--- config.mk ---
export PLATFORM = sky130hd
export DESIGN_NAME = cntrl_pipe_hz
export DESIGN_NICKNAME = d
export VERILOG_FILES = /design/src/rtl/cntrl_pipe_hz.sv
export SDC_FILE = /design/constraint.sdc
export NUM_CORES = 1
export LEC_CHECK = 0
export ABC_CLOCK_PERIOD_IN_PS = 3750
export CAP_MARGIN = 40
export CORE_MARGIN = 5
export CORE_UTILIZATION = 40
export DETAILED_ROUTE_END_ITERATION = 10
export PLACE_DENSITY = 0.8
export SLEW_MARGIN = 20
export SYNTH_ARGS = -nofsm -noshare
export SYNTH_HDL_FRONTEND = slang
export SYNTH_SLANG_ARGS = --single-unit
--- constraint.sdc ---
create_clock -name clk -period 3.75 [get_ports clk]
set_input_delay 0.75 -clock clk [delete_from_list [all_inputs] [get_ports clk]]
set_output_delay 0.75 -clock clk [all_outputs]
set_load 0.01 [all_outputs]
--- src/rtl/cntrl_pipe_hz.sv ---
// cntrl_pipe_hz: control-bundle pipeline (ID/EX, EX/MEM, MEM/WB) with
// per-stage valid bits, valid-gated outputs, hazard stall/flush/freeze
// controls and a saturating EX/MEM bubble counter.
module cntrl_pipe_hz #(
   parameter int unsigned EX_W  = 6,
   parameter int unsigned MEM_W = 4,
   parameter int unsigned WB_W  = 2,
   parameter int unsigned CNT_W = 16
) (
   input  logic             clk,
   input  logic             reset,
   input  logic             hold_all,
   input  logic             stall_idex,
   input  logic             flush_idex,
   input  logic             flush_ex,
   input  logic             in_valid,
   input  logic [EX_W-1:0]  in_ex,
   input  logic [MEM_W-1:0] in_mem,
   input  logic [WB_W-1:0]  in_wb,
   output logic             ex_valid,
   output logic [EX_W-1:0]  ex_ctrl,
   output logic             mem_valid,
   output logic [MEM_W-1:0] mem_ctrl,
   output logic             wb_valid,
   output logic [WB_W-1:0]  wb_ctrl,
   output logic [CNT_W-1:0] bubble_count
);

   logic             idex_v_q,    idex_v_d;
   logic [EX_W-1:0]  idex_ex_q,   idex_ex_d;
   logic [MEM_W-1:0] idex_mem_q,  idex_mem_d;
   logic [WB_W-1:0]  idex_wb_q,   idex_wb_d;
   logic             exmem_v_q,   exmem_v_d;
   logic [MEM_W-1:0] exmem_mem_q, exmem_mem_d;
   logic [WB_W-1:0]  exmem_wb_q,  exmem_wb_d;
   logic             memwb_v_q,   memwb_v_d;
   logic [WB_W-1:0]  memwb_wb_q,  memwb_wb_d;
   logic [CNT_W-1:0] bub_cnt_q,   bub_cnt_d;

   logic             exmem_bubble;

   assign exmem_bubble = flush_ex | stall_idex;

   // Next-state for all pipeline registers and the bubble counter, in hazard priority order.
   always_comb begin
      idex_v_d    = idex_v_q;
      idex_ex_d   = idex_ex_q;
      idex_mem_d  = idex_mem_q;
      idex_wb_d   = idex_wb_q;
      exmem_v_d   = exmem_v_q;
      exmem_mem_d = exmem_mem_q;
      exmem_wb_d  = exmem_wb_q;
      memwb_v_d   = memwb_v_q;
      memwb_wb_d  = memwb_wb_q;
      bub_cnt_d   = bub_cnt_q;
      if (!hold_all) begin
         // ID/EX: flush beats stall; invalid bundles are stored as zero.
         if (flush_idex) begin
            idex_v_d   = 1'b0;
            idex_ex_d  = '0;
            idex_mem_d = '0;
            idex_wb_d  = '0;
         end else if (!stall_idex) begin
            idex_v_d   = in_valid;
            idex_ex_d  = in_valid ? in_ex  : '0;
            idex_mem_d = in_valid ? in_mem : '0;
            idex_wb_d  = in_valid ? in_wb  : '0;
         end
         // EX/MEM: a stalled or killed EX slot becomes a bubble.
         if (exmem_bubble) begin
            exmem_v_d   = 1'b0;
            exmem_mem_d = '0;
            exmem_wb_d  = '0;
         end else begin
            exmem_v_d   = idex_v_q;
            exmem_mem_d = idex_mem_q;
            exmem_wb_d  = idex_wb_q;
         end
         memwb_v_d  = exmem_v_q;
         memwb_wb_d = exmem_wb_q;
         if (exmem_bubble && (bub_cnt_q != '1)) begin
            bub_cnt_d = bub_cnt_q + CNT_W'(1);
         end
      end
   end

   // State registers with asynchronous active-low clear.
   always_ff @(posedge clk or negedge reset) begin
      if (!reset) begin
         idex_v_q    <= 1'b0;
         idex_ex_q   <= '0;
         idex_mem_q  <= '0;
         idex_wb_q   <= '0;
         exmem_v_q   <= 1'b0;
         exmem_mem_q <= '0;
         exmem_wb_q  <= '0;
         memwb_v_q   <= 1'b0;
         memwb_wb_q  <= '0;
         bub_cnt_q   <= '0;
      end else begin
         idex_v_q    <= idex_v_d;
         idex_ex_q   <= idex_ex_d;
         idex_mem_q  <= idex_mem_d;
         idex_wb_q   <= idex_wb_d;
         exmem_v_q   <= exmem_v_d;
         exmem_mem_q <= exmem_mem_d;
         exmem_wb_q  <= exmem_wb_d;
         memwb_v_q   <= memwb_v_d;
         memwb_wb_q  <= memwb_wb_d;
         bub_cnt_q   <= bub_cnt_d;
      end
   end

   assign ex_valid     = idex_v_q;
   assign ex_ctrl      = idex_ex_q & {EX_W{idex_v_q}};
   assign mem_valid    = exmem_v_q;
   assign mem_ctrl     = exmem_mem_q & {MEM_W{exmem_v_q}};
   assign wb_valid     = memwb_v_q;
   assign wb_ctrl      = memwb_wb_q & {WB_W{memwb_v_q}};
   assign bubble_count = bub_cnt_q;

endmodule

==> impl_results.md, run 1 <==
- Status: complete, no violations
- Final worst slack: 1.50 ns
- Fin. max-slew vios: 0
- Worst Path Buf+Inv: 2
- Total routed wirelength: 3630 um
- Largest net degree at the start of global routing: 31
- Detailed Place HPWL: 2790 um
- Final hold slack: 0.329 ns
- Compound-gate portion of the synthesized area: 10.6%
- Clock Latency Late Sink: 0.28 ns
- Vias per cell: 5.16
- Final Util: 57.0%
- Post-Synth Adder-Cell Area: 0.705%
- Critical Path Source Type: input pin
- Synth-to-Final Area Change: 38.9%
- TNS Setup: 0 ns
- Final setup vio count: 0
- Hold buffers post-CTS: 0
- Drc violations: 0
- Initial antenna violation count: 0
- Switching power: 293 uW
- Die area: 5870 um^2
- Die W: 76.6 um
- ANT cells: 0
- Final Cycle Share: 59.9%
- Post-synthesis sequential area ratio: 55.0%
- IO Count: 50
- XOR/XNOR Fraction of Synth Area: 6.91%
- CP peak stage delay: 0.47 ns
- Final ANT Viol Nets: 0
- CTS H-tree lvls: 2
- Fill cells: 391
- Largest fanout on the critical path: 23
- Met2 WL: 1790 um
- Die height: 76.6 um
- TritonCTS buffer count: 5
- First-pass GRT wire length: 6270 um
- Place WS: 1.20 ns
- Slowest cell on the critical path: nor4_1
- Final layout net count: 231
- Pin slew with the least headroom to its limit: 0.489 ns
- Cell count after synthesis: 156
- Clk buf depth: 2
- TritonCTS clock tree: done
- Fin area: 2460 um^2
- Switching share of total power: 26.3%
- Clk root buf: clkbuf_8
- Int Power: 819 uW
- Syn nets: 176
- Routed length per instance: 13.8 um
- Row Count: 24
- RSZ-0062 raised after global routing: no
- Arr. time, crit path: 2.41 ns
- Worst vdd ir: 298 uV
- Final cell count without fillers: 264
- Gr ovfl total: 0
- Mux cell area share after synthesis: 2.75%
- Crit path cell chain: clkdlybuf4s50_1 -> buf_4 -> nand4b_1 -> nor4_1 -> nand4_1 -> xnor2_1
- TritonCTS Sinks: 39
- 1st-pass router iterations: 4
- Largest family of logic cells by synthesized area: simple AND/OR/NAND/NOR gates
- Core ar.: 4320 um^2
- Combinational Power Share: 20.6%
- Pwr dens: 451 nW/um^2
- Layout cells sized above 1: 11.3%
- MaxCap Viol Count: 0
- Max transition margin: 67.1%
- Synthesized area: 1770 um^2
- Clk_skew: 0.00344 ns
- Syn_area_per_cell: 11.4 um^2
- 1st-iter DRT viols: 42
- Clock power frac: 31.6%
- F_max: 0.445 GHz
- Placed cell count: 256
- Critical path type: in -> reg
- Global router's overall resource usage: 13.0%
- Via count: 1362
- Top routing layer in use: met4
- Post-cts sizing count: 0
- Metal1 wirelength: 1590 um
- Min-delay worst type: in -> async
- Post-CTS setup buffers: 0
- Top Family by Delay on Critical Path: simple AND/OR/NAND/NOR gates
- Post-Synth Simple-Gate Area: 22.3%
- Placer's final routability congestion estimate: 0.788
- IO buf count: 49
- Seq pwr share: 47.8%
- Post-layout min period: 2.25 ns
- Vias in the first global route: 1348
- Ys Warns: 0
- Dpl cell area: 2350 um^2
- Critical Path RT: 3.92 ns
- Initial Util: 41.0%
- Leakage: 1.10 nW
- Final Hold Fails: 0
- Routed length on met3: 180 um
- Clk slew on worst S/H paths: 0.07 ns
- Tot Pwr: 1.11 mW
- Critical path capture point type: flop
- Synthesis-stage register bit count: 39
- Synth cell types: 31
## cell usage in the layout (no fill, tap or decap), types with 2 or more instances in the layout
| master | n |
|---|---|
| a21o_1 | 2 |
| a21oi_1 | 2 |
| a22o_1 | 12 |
| and2_1 | 12 |
| and3_1 | 2 |
| buf_4 | 3 |
| clkbuf_8 | 6 |
| clkdlybuf4s50_1 | 48 |
| dfrtp_1 | 39 |
| inv_1 | 3 |
| mux2_2 | 3 |
| nand2_1 | 20 |
| nand4_1 | 6 |
| nand4_4 | 2 |
| nand4b_1 | 2 |
| nor2_1 | 6 |
| nor3_1 | 2 |
| nor4_1 | 5 |
| o21ai_0 | 8 |
| xnor2_1 | 8 |
| xor2_1 | 6 |
## area by class of cell
class                           instances  area, um^2  area share (%)
Clock buffer                            6        82.6            3.35
Clock inverter                          2        35.0            1.42
Inverter                                3        11.3           0.457
Multi-Input combinational cell        109         767            31.1
Sequential cell                        39         976            39.6
Tap cell                               52        65.1            2.64
Timing Repair Buffer                   53         528            21.4
## routing by layer
metal | track usage, % | vias to the layer above
li1 | - | 670
met1 | 16.3 | 648
met2 | 21.3 | 36
met3 | 2.96 | 8
met4 | 5.59 | 0
met5 | 0 | -
## cell families after synthesis
family / after synthesis
muxes: 4
xor gates and xnor gates: 14
AOI/OAI and AO/OA: 26
adders and majority gates: 1
DFF: 39
and+or+nand+nor: 64
buffers and inverters: 8
## power groups by stage
stage | Clock (mW) | Combinational [mW] | Sequential, mW
after floorplan | 0 | 0.0877 | 0.545
after global placement | 0 | 0.226 | 0.541
after detailed placement | 0 | 0.231 | 0.540
after CTS | 0.364 | 0.234 | 0.533
after global routing | 0.382 | 0.253 | 0.544
final | 0.351 | 0.229 | 0.532
## synthesized netlist by cell type
cell / number / area share, %
dfrtp_1: 39 / 55
nand2_1: 20 / 4.2
a22o_1: 12 / 5.9
and2_1: 12 / 4.2
o21ai_0: 8 / 2.3
xnor2_1: 8 / 3.9
nand4_1: 6 / 2.1
nor2_1: 6 / 1.3
xor2_1: 6 / 3.0
nor4_1: 5 / 1.8
clkbuf_1: 4 / 0.85
inv_1: 3 / 0.63
mux2_2: 3 / 1.9
a21o_1: 2 / 0.85
a21oi_1: 2 / 0.56
and3_1: 2 / 0.71
nand4_4: 2 / 2.4
nand4b_1: 2 / 0.99
nor3_1: 2 / 0.56
buf_2: 1 / 0.28
ha_1: 1 / 0.71
mux2_4: 1 / 0.85
nand3_1: 1 / 0.28
nand3_2: 1 / 0.56
nor3_2: 1 / 0.56
nor3b_1: 1 / 0.42
nor4_4: 1 / 1.2
o2111ai_1: 1 / 0.49
o311ai_0: 1 / 0.49
or2_2: 1 / 0.35
or4_4: 1 / 0.63
## worst paths after layout
check                                startpoint          endpoint  cells past startpoint  slack (ns)
worst max-delay path                   hold_all  bubble_count[15]                      6        1.50
max in group asynchronous                 reset     idex_mem_q[1]                      2        3.00
min in group clk                 exmem_mem_q[2]    exmem_mem_q[2]                      2        0.48
worst min register to register   exmem_mem_q[2]    exmem_mem_q[2]                      2        0.48
worst min-delay path                      reset   bubble_count[8]                      1        0.33
worst max register to register  bubble_count[0]   bubble_count[1]                      5        1.98
## flip-flops by register name, summed over array words and instances, names as in the netlist
signal        flops
mem_valid         1
bubble_count     16
exmem_wb_q        2
idex_mem_q        4
idex_wb_q         2
exmem_mem_q       4
ex_valid          1
memwb_wb_q        2
idex_ex_q         6
wb_valid          1
(Power assumes the default switching activity.)
==> inputs of run 2 (changes only) <==
Settings changed: ABC_CLOCK_PERIOD_IN_PS 3750 to 2350.
Clock period 3.75 ns to 2.35 ns, I/O delays scaled along.
==> run 2 against run 1 <==
  * Design area rose by 0.30%
  * First-iteration DRC count rose by 57%
  * Worst setup slack got worse by 1.1 ns
==> impl_results.md, run 2 (synthesis results as in run 1) <==
- Worst vdd ir: 614 uV (+110%)
- Max transition margin: 62.8% (-4.3 points)
- Via count: 1347 (-1.1%)
- Int Power: 1.31 mW (+60%)
- Worst Path Buf+Inv: 1 (-1)
- Die W: 76.6 um (unchanged)
- Dpl cell area: 2350 um^2 (+0.32%)
- Clk slew on worst S/H paths: 0.07 ns (about the same)
- Critical Path Source Type: flop
- Fin area: 2470 um^2 (+0.30%)
- TritonCTS buffer count: 5 (unchanged)
- Pin slew with the least headroom to its limit: 0.553 ns (+0.0637 ns)
- Drc violations: 0 (unchanged)
- Arr. time, crit path: 1.45 ns (-0.96 ns)
- Leakage: 1.11 nW (+0.42%)
- Status: complete, no violations
- Final layout net count: 232 (+0.43%)
- Initial antenna violation count: 0 (unchanged)
- Clk root buf: clkbuf_8
- Post-CTS setup buffers: 0 (unchanged)
- Critical Path RT: 1.88 ns (-2.04 ns)
- Final setup vio count: 0 (unchanged)
- Commonest non-fill, non-tap cell in the layout: clkdlybuf4s50_1
- Final worst slack: 0.428 ns (-1.07 ns)
- First-pass GRT wire length: 6290 um (+0.43%)
- Routed length per instance: 14.2 um (+2.9%)
- Clk buf depth: 2 (unchanged)
- IO Count: 50 (unchanged)
- RSZ-0062 raised after global routing: no
- Fin. max-slew vios: 0 (unchanged)
- Core ar.: 4320 um^2 (unchanged)
- Top Family by Delay on Critical Path: buffers and inverters
- Largest net degree at the start of global routing: 30 (-3.2%)
- Clock Latency Late Sink: 0.28 ns (about the same)
- Switching power: 478 uW (+63%)
- Initial Util: 41.0% (unchanged)
- Layout cells sized above 1: 11.7% (+0.42 points)
- Place WS: 0.213 ns (-0.985 ns)
- Crit path cell chain: and2_1 -> clkdlybuf4s50_1
- Die area: 5870 um^2 (unchanged)
- ANT cells: 0 (unchanged)
- Largest fanout on the critical path: 9 (-61%)
- Synth-to-Final Area Change: 39.4%
- Final cell count without fillers: 265 (+0.38%)
- Post-layout min period: 1.92 ns
- Post-cts sizing count: 0 (unchanged)
- MaxCap Viol Count: 0 (unchanged)
- Flip-flop count of the largest register after layout: 16 (unchanged)
- F_max: 0.520 GHz
- Switching share of total power: 26.8% (+0.45 points)
- CTS H-tree lvls: 2 (unchanged)
- 1st-iter DRT viols: 66 (+57%)
- Slowest cell on the critical path: clkdlybuf4s50_1
- Placed cell count: 257 (+0.39%)
- Vias in the first global route: 1346 (-0.15%)
- Total routed wirelength: 3750 um (+3.3%)
- 1st-pass router iterations: 4 (unchanged)
- Detailed Place HPWL: 2750 um (-1.3%)
- Min-delay worst type: in -> async
- Final Cycle Share: 81.8%
- Hold buffers post-CTS: 0 (unchanged)
- Fill cells: 380 (-2.8%)
- TritonCTS Sinks: 39 (unchanged)
- CP peak stage delay: 0.53 ns (+0.06 ns)
- Critical path type: reg -> out
- Vias per cell: 5.08 (-1.5%)
- Placer's final routability congestion estimate: 0.799 (+1.5%)
- IO buf count: 49 (unchanged)
- Critical path capture point type: output pin
- Gr ovfl total: 0 (unchanged)
- Global router's overall resource usage: 13.1% (+0.098 points)
- Seq pwr share: 47.6% (-0.2 points)
- Row Count: 24 (unchanged)
- Final Hold Fails: 0 (unchanged)
- TNS Setup: 0 ns (unchanged)
- Pwr dens: 723 nW/um^2 (+60%)
- Clk_skew: 0.00480 ns (+0.00136 ns)
- Clock power frac: 31.6% (about the same)
- Combinational Power Share: 20.8% (+0.2 points)
- Final ANT Viol Nets: 0 (unchanged)
- Die height: 76.6 um (unchanged)
- TritonCTS clock tree: done
- Commonest non-fill, non-tap cells in the layout: clkdlybuf4s50_1 (48), dfrtp_1 (39), nand2_1 (20)
## run 2: routing by layer
metal | vias up | global-route usage, % | wire length (um)
li1 | 667 | - | -
met1 | 644 | 16.3 | 1730
met2 | 34 | 21.7 | 1810
met3 | 2 | 3.43 | 189
met4 | 0 | 4.72 | 23
met5 | - | 0 | 0
## run 2: path summary, 6_finish.rpt
kind / start / to / depth (start not counted) / slack [ns]
min: reset / bubble_count[11] / 1 / 0.06
min in group clk: exmem_mem_q[2] / exmem_mem_q[2] / 2 / 0.48
min reg2reg: exmem_mem_q[2] / exmem_mem_q[2] / 2 / 0.48
max in group asynchronous: reset / idex_ex_q[3] / 2 / 1.86
max reg2reg: bubble_count[0] / bubble_count[1] / 5 / 0.54
max: ex_valid / ex_ctrl[5] / 2 / 0.43
## run 2: cell type report
| type | count | area, um^2 | area share, % |
|---|---|---|---|
| Sequential cell | 39 | 976 | 39.5 |
| Multi-Input combinational cell | 109 | 767 | 31.0 |
| Timing Repair Buffer | 54 | 536 | 21.7 |
| Clock buffer | 6 | 82.6 | 3.34 |
| Tap cell | 52 | 65.1 | 2.63 |
| Clock inverter | 2 | 35.0 | 1.42 |
| Inverter | 3 | 11.3 | 0.455 |
## run 2: stage by stage
step                      hold WS (ns)  power, mW  utilization [%]
after global routing            0.0730       1.87             57.2
after global placement           0.456       1.22             54.0
after CTS                       0.0645       1.81             57.2
after detailed placement         0.371       1.24             54.5
final                           0.0577       1.79             57.2
after floorplan                  0.174       1.01                -
## run 2: power groups by stage
stage                     clock network [mW]  registers (mW)  logic [mW]
after global routing                   0.604           0.868       0.401
after floorplan                            0           0.870       0.140
after detailed placement                   0           0.862       0.374
after CTS                              0.578           0.852       0.376
after global placement                     0           0.862       0.362
final                                  0.566           0.851       0.371
==> inputs of run 3 (changes only) <==
Settings changed: ABC_CLOCK_PERIOD_IN_PS 2350 to 2000.
Clock period 2.35 ns to 2 ns, I/O delays scaled along.
==> run 3 against run 2 <==
  * Clock skew grew 0.0047 ns
  * Sequential power up 17%
  * Via count grew 2.2%
  * Non-clock buffer count up 2
  * Critical endpoint is now ex_ctrl[1]
  * Largest cell class unchanged
  * Largest power group unchanged
==> impl_results.md, run 3 (synthesis results as in run 1) <==
- Reg-to-Reg Start: bubble_count[0]
- Leakage: 1.11 nW (+0.63%)
- R2R cell count: 5 (unchanged)
- Flip-flop count of the largest register after layout: 16 (unchanged)
- Switching power: 577 uW (+20%)
- Final layout net count: 234 (+0.86%)
- F_max: 0.542 GHz
- CTS H-tree lvls: 2 (unchanged)
- Multi-input logic area: 767 um^2 (unchanged)
- Clk slew on worst S/H paths: 0.08 ns (about the same)
- Seq pwr share: 47.0% (-0.6 points)
- Layout cells sized above 1: 12.6% (+0.82 points)
- Clock Latency Late Sink: 0.29 ns (about the same)
- Hold buffers post-CTS: 0 (unchanged)
- Final Hold Fails: 0 (unchanged)
- Vias per cell: 5.15 (+1.4%)
- Die height: 76.6 um (unchanged)
- Detailed Place HPWL: 2710 um (-1.5%)
- RSZ-0062 raised after global routing: no
- Fill cells: 402 (+5.8%)
- Initial antenna violation count: 0 (unchanged)
- Core ar.: 4320 um^2 (unchanged)
- Final hold slack: 0.151 ns (+0.0928 ns)
- Post-cts sizing count: 0 (unchanged)
- Pin slew with the least headroom to its limit: 0.484 ns (-0.0683 ns)
- Clk root buf: clkbuf_8
- Initial Util: 41.0% (unchanged)
- Critical path type: reg -> out
- Routed length per instance: 13.9 um (-1.9%)
- TritonCTS clock tree: done
- Global router's overall resource usage: 13.2% (+0.13 points)
- Worst vdd ir: 378 uV (-38%)
- Min-delay worst type: in -> async
- Row Count: 24 (unchanged)
- Clk_skew: 0.00950 ns (+0.00470 ns)
- Largest net degree at the start of global routing: 40 (+33%)
- TritonCTS Sinks: 39 (unchanged)
- Clock power frac: 32.7% (+1.1 points)
- ANT cells: 0 (unchanged)
- Drc violations: 0 (unchanged)
- 1st-iter DRT viols: 101 (+53%)
- Status: complete, no violations
- R2R Setup Slk: 0.27 ns (-0.27 ns)
- Arr. time, crit path: 1.45 ns (about the same)
- MaxCap Viol Count: 0 (unchanged)
- Critical path capture point type: output pin
- Switching share of total power: 27.2% (+0.45 points)
- IO buf count: 49 (unchanged)
- Vias in the first global route: 1346 (unchanged)
- Largest fanout on the critical path: 9 (unchanged)
- Final Cycle Share: 92.3%
- Commonest non-fill, non-tap cell in the layout: clkdlybuf4s50_1
- Combinational Power Share: 20.3% (-0.5 points)
- Critical Path Source Type: flop
- Clk buf depth: 2 (unchanged)
- Max transition margin: 67.7% (+4.9 points)
- 1st-pass router iterations: 4 (unchanged)
- IO Count: 50 (unchanged)
- FF-to-FF End: bubble_count[10]
- Commonest non-fill, non-tap cells in the layout: clkdlybuf4s50_1 (48), dfrtp_1 (39), nand2_1 (20)
- TNS Setup: 0 ns (unchanged)
- CP Launch Point: ex_valid
- Fin. max-slew vios: 0 (unchanged)
- Register area: 976 um^2 (unchanged)
- Final setup vio count: 0 (unchanged)
- First-pass GRT wire length: 6270 um (-0.32%)
- Post-layout min period: 1.85 ns
- Int Power: 1.54 mW (+18%)
- Synth-to-Final Area Change: 39.7%
- Critical Path RT: 1.60 ns (-0.28 ns)
- Total routed wirelength: 3710 um (-1.1%)
- Die W: 76.6 um (unchanged)
- Placer's final routability congestion estimate: 0.824 (+3.1%)
- Gr ovfl total: 0 (unchanged)
- Via count: 1376 (+2.2%)
- Post-CTS setup buffers: 0 (unchanged)
- Die area: 5870 um^2 (unchanged)
- Final ANT Viol Nets: 0 (unchanged)
- TritonCTS buffer count: 5 (unchanged)
- Pwr dens: 855 nW/um^2 (+18%)
==> run 3: cell count changes in the layout (fill, tap and decap cells not counted), sizes merged <==
cell	before	now
clkinv	1	0
inv	3	4
buf	6	8
==> run 3: per-stage QoR <==
step	instance area [um^2]	power, mW	setup slack, ns	instances	util [%]
6_report	2480	2.12	0.154	267	57.3
5_1_grt	2480	2.23	0.0580	267	57.3
4_1_cts	2480	2.14	0.123	267	57.3
3_5_place_dp	2360	1.45	0.0419	259	54.5
3_3_place_gp	2360	1.44	0.0751	259	54.5
2_1_floorplan	1770	1.19	0.311	156	-
==> run 3: final cells by class <==
| type | instances | share of cell area [%] |
|---|---|---|
| clock buffers | 6 | 3.33 |
| clock inverters | 2 | 1.56 |
| inverters | 3 | 0.454 |
| multi-input cells | 109 | 30.9 |
| flip-flops and latches | 39 | 39.4 |
| well taps | 52 | 2.62 |
| repair buffers | 56 | 21.7 |
==> run 3: power groups by stage <==
stage / Clock [mW] / Combinational (mW) / Sequential (mW)
2_1_floorplan: 0 / 0.165 / 1.02
3_3_place_gp: 0 / 0.426 / 1.01
3_5_place_dp: 0 / 0.434 / 1.01
4_1_cts: 0.706 / 0.437 / 0.997
5_1_grt: 0.741 / 0.472 / 1.02
6_report: 0.693 / 0.429 / 0.996
==> run 3: how the worst max path moves through the flow <==
stage	slack, ns	end
after floorplan	0.31	bubble_count[1]
after global placement	0.08	bubble_count[13]
after detailed placement	0.04	bubble_count[15]
after CTS	0.12	ex_ctrl[0]
after global routing	0.06	ex_ctrl[1]
final	0.15	ex_ctrl[1]
==> run 3: critical path: stages, from the launching register on <==
cell and delay [ns]:
dfrtp_1 0.46, and2_1 0.16, clkdlybuf4s50_1 0.53
==> run 3: metal layers <==
layer | part of all wire, % | track usage (%) | wire length, um
met3 | 5.6 | 4.02 | 209
met4 | 1.6 | 5.59 | 58
met1 | 44 | 16.4 | 1620
met5 | 0 | 0 | 0
met2 | 49 | 21.1 | 1820
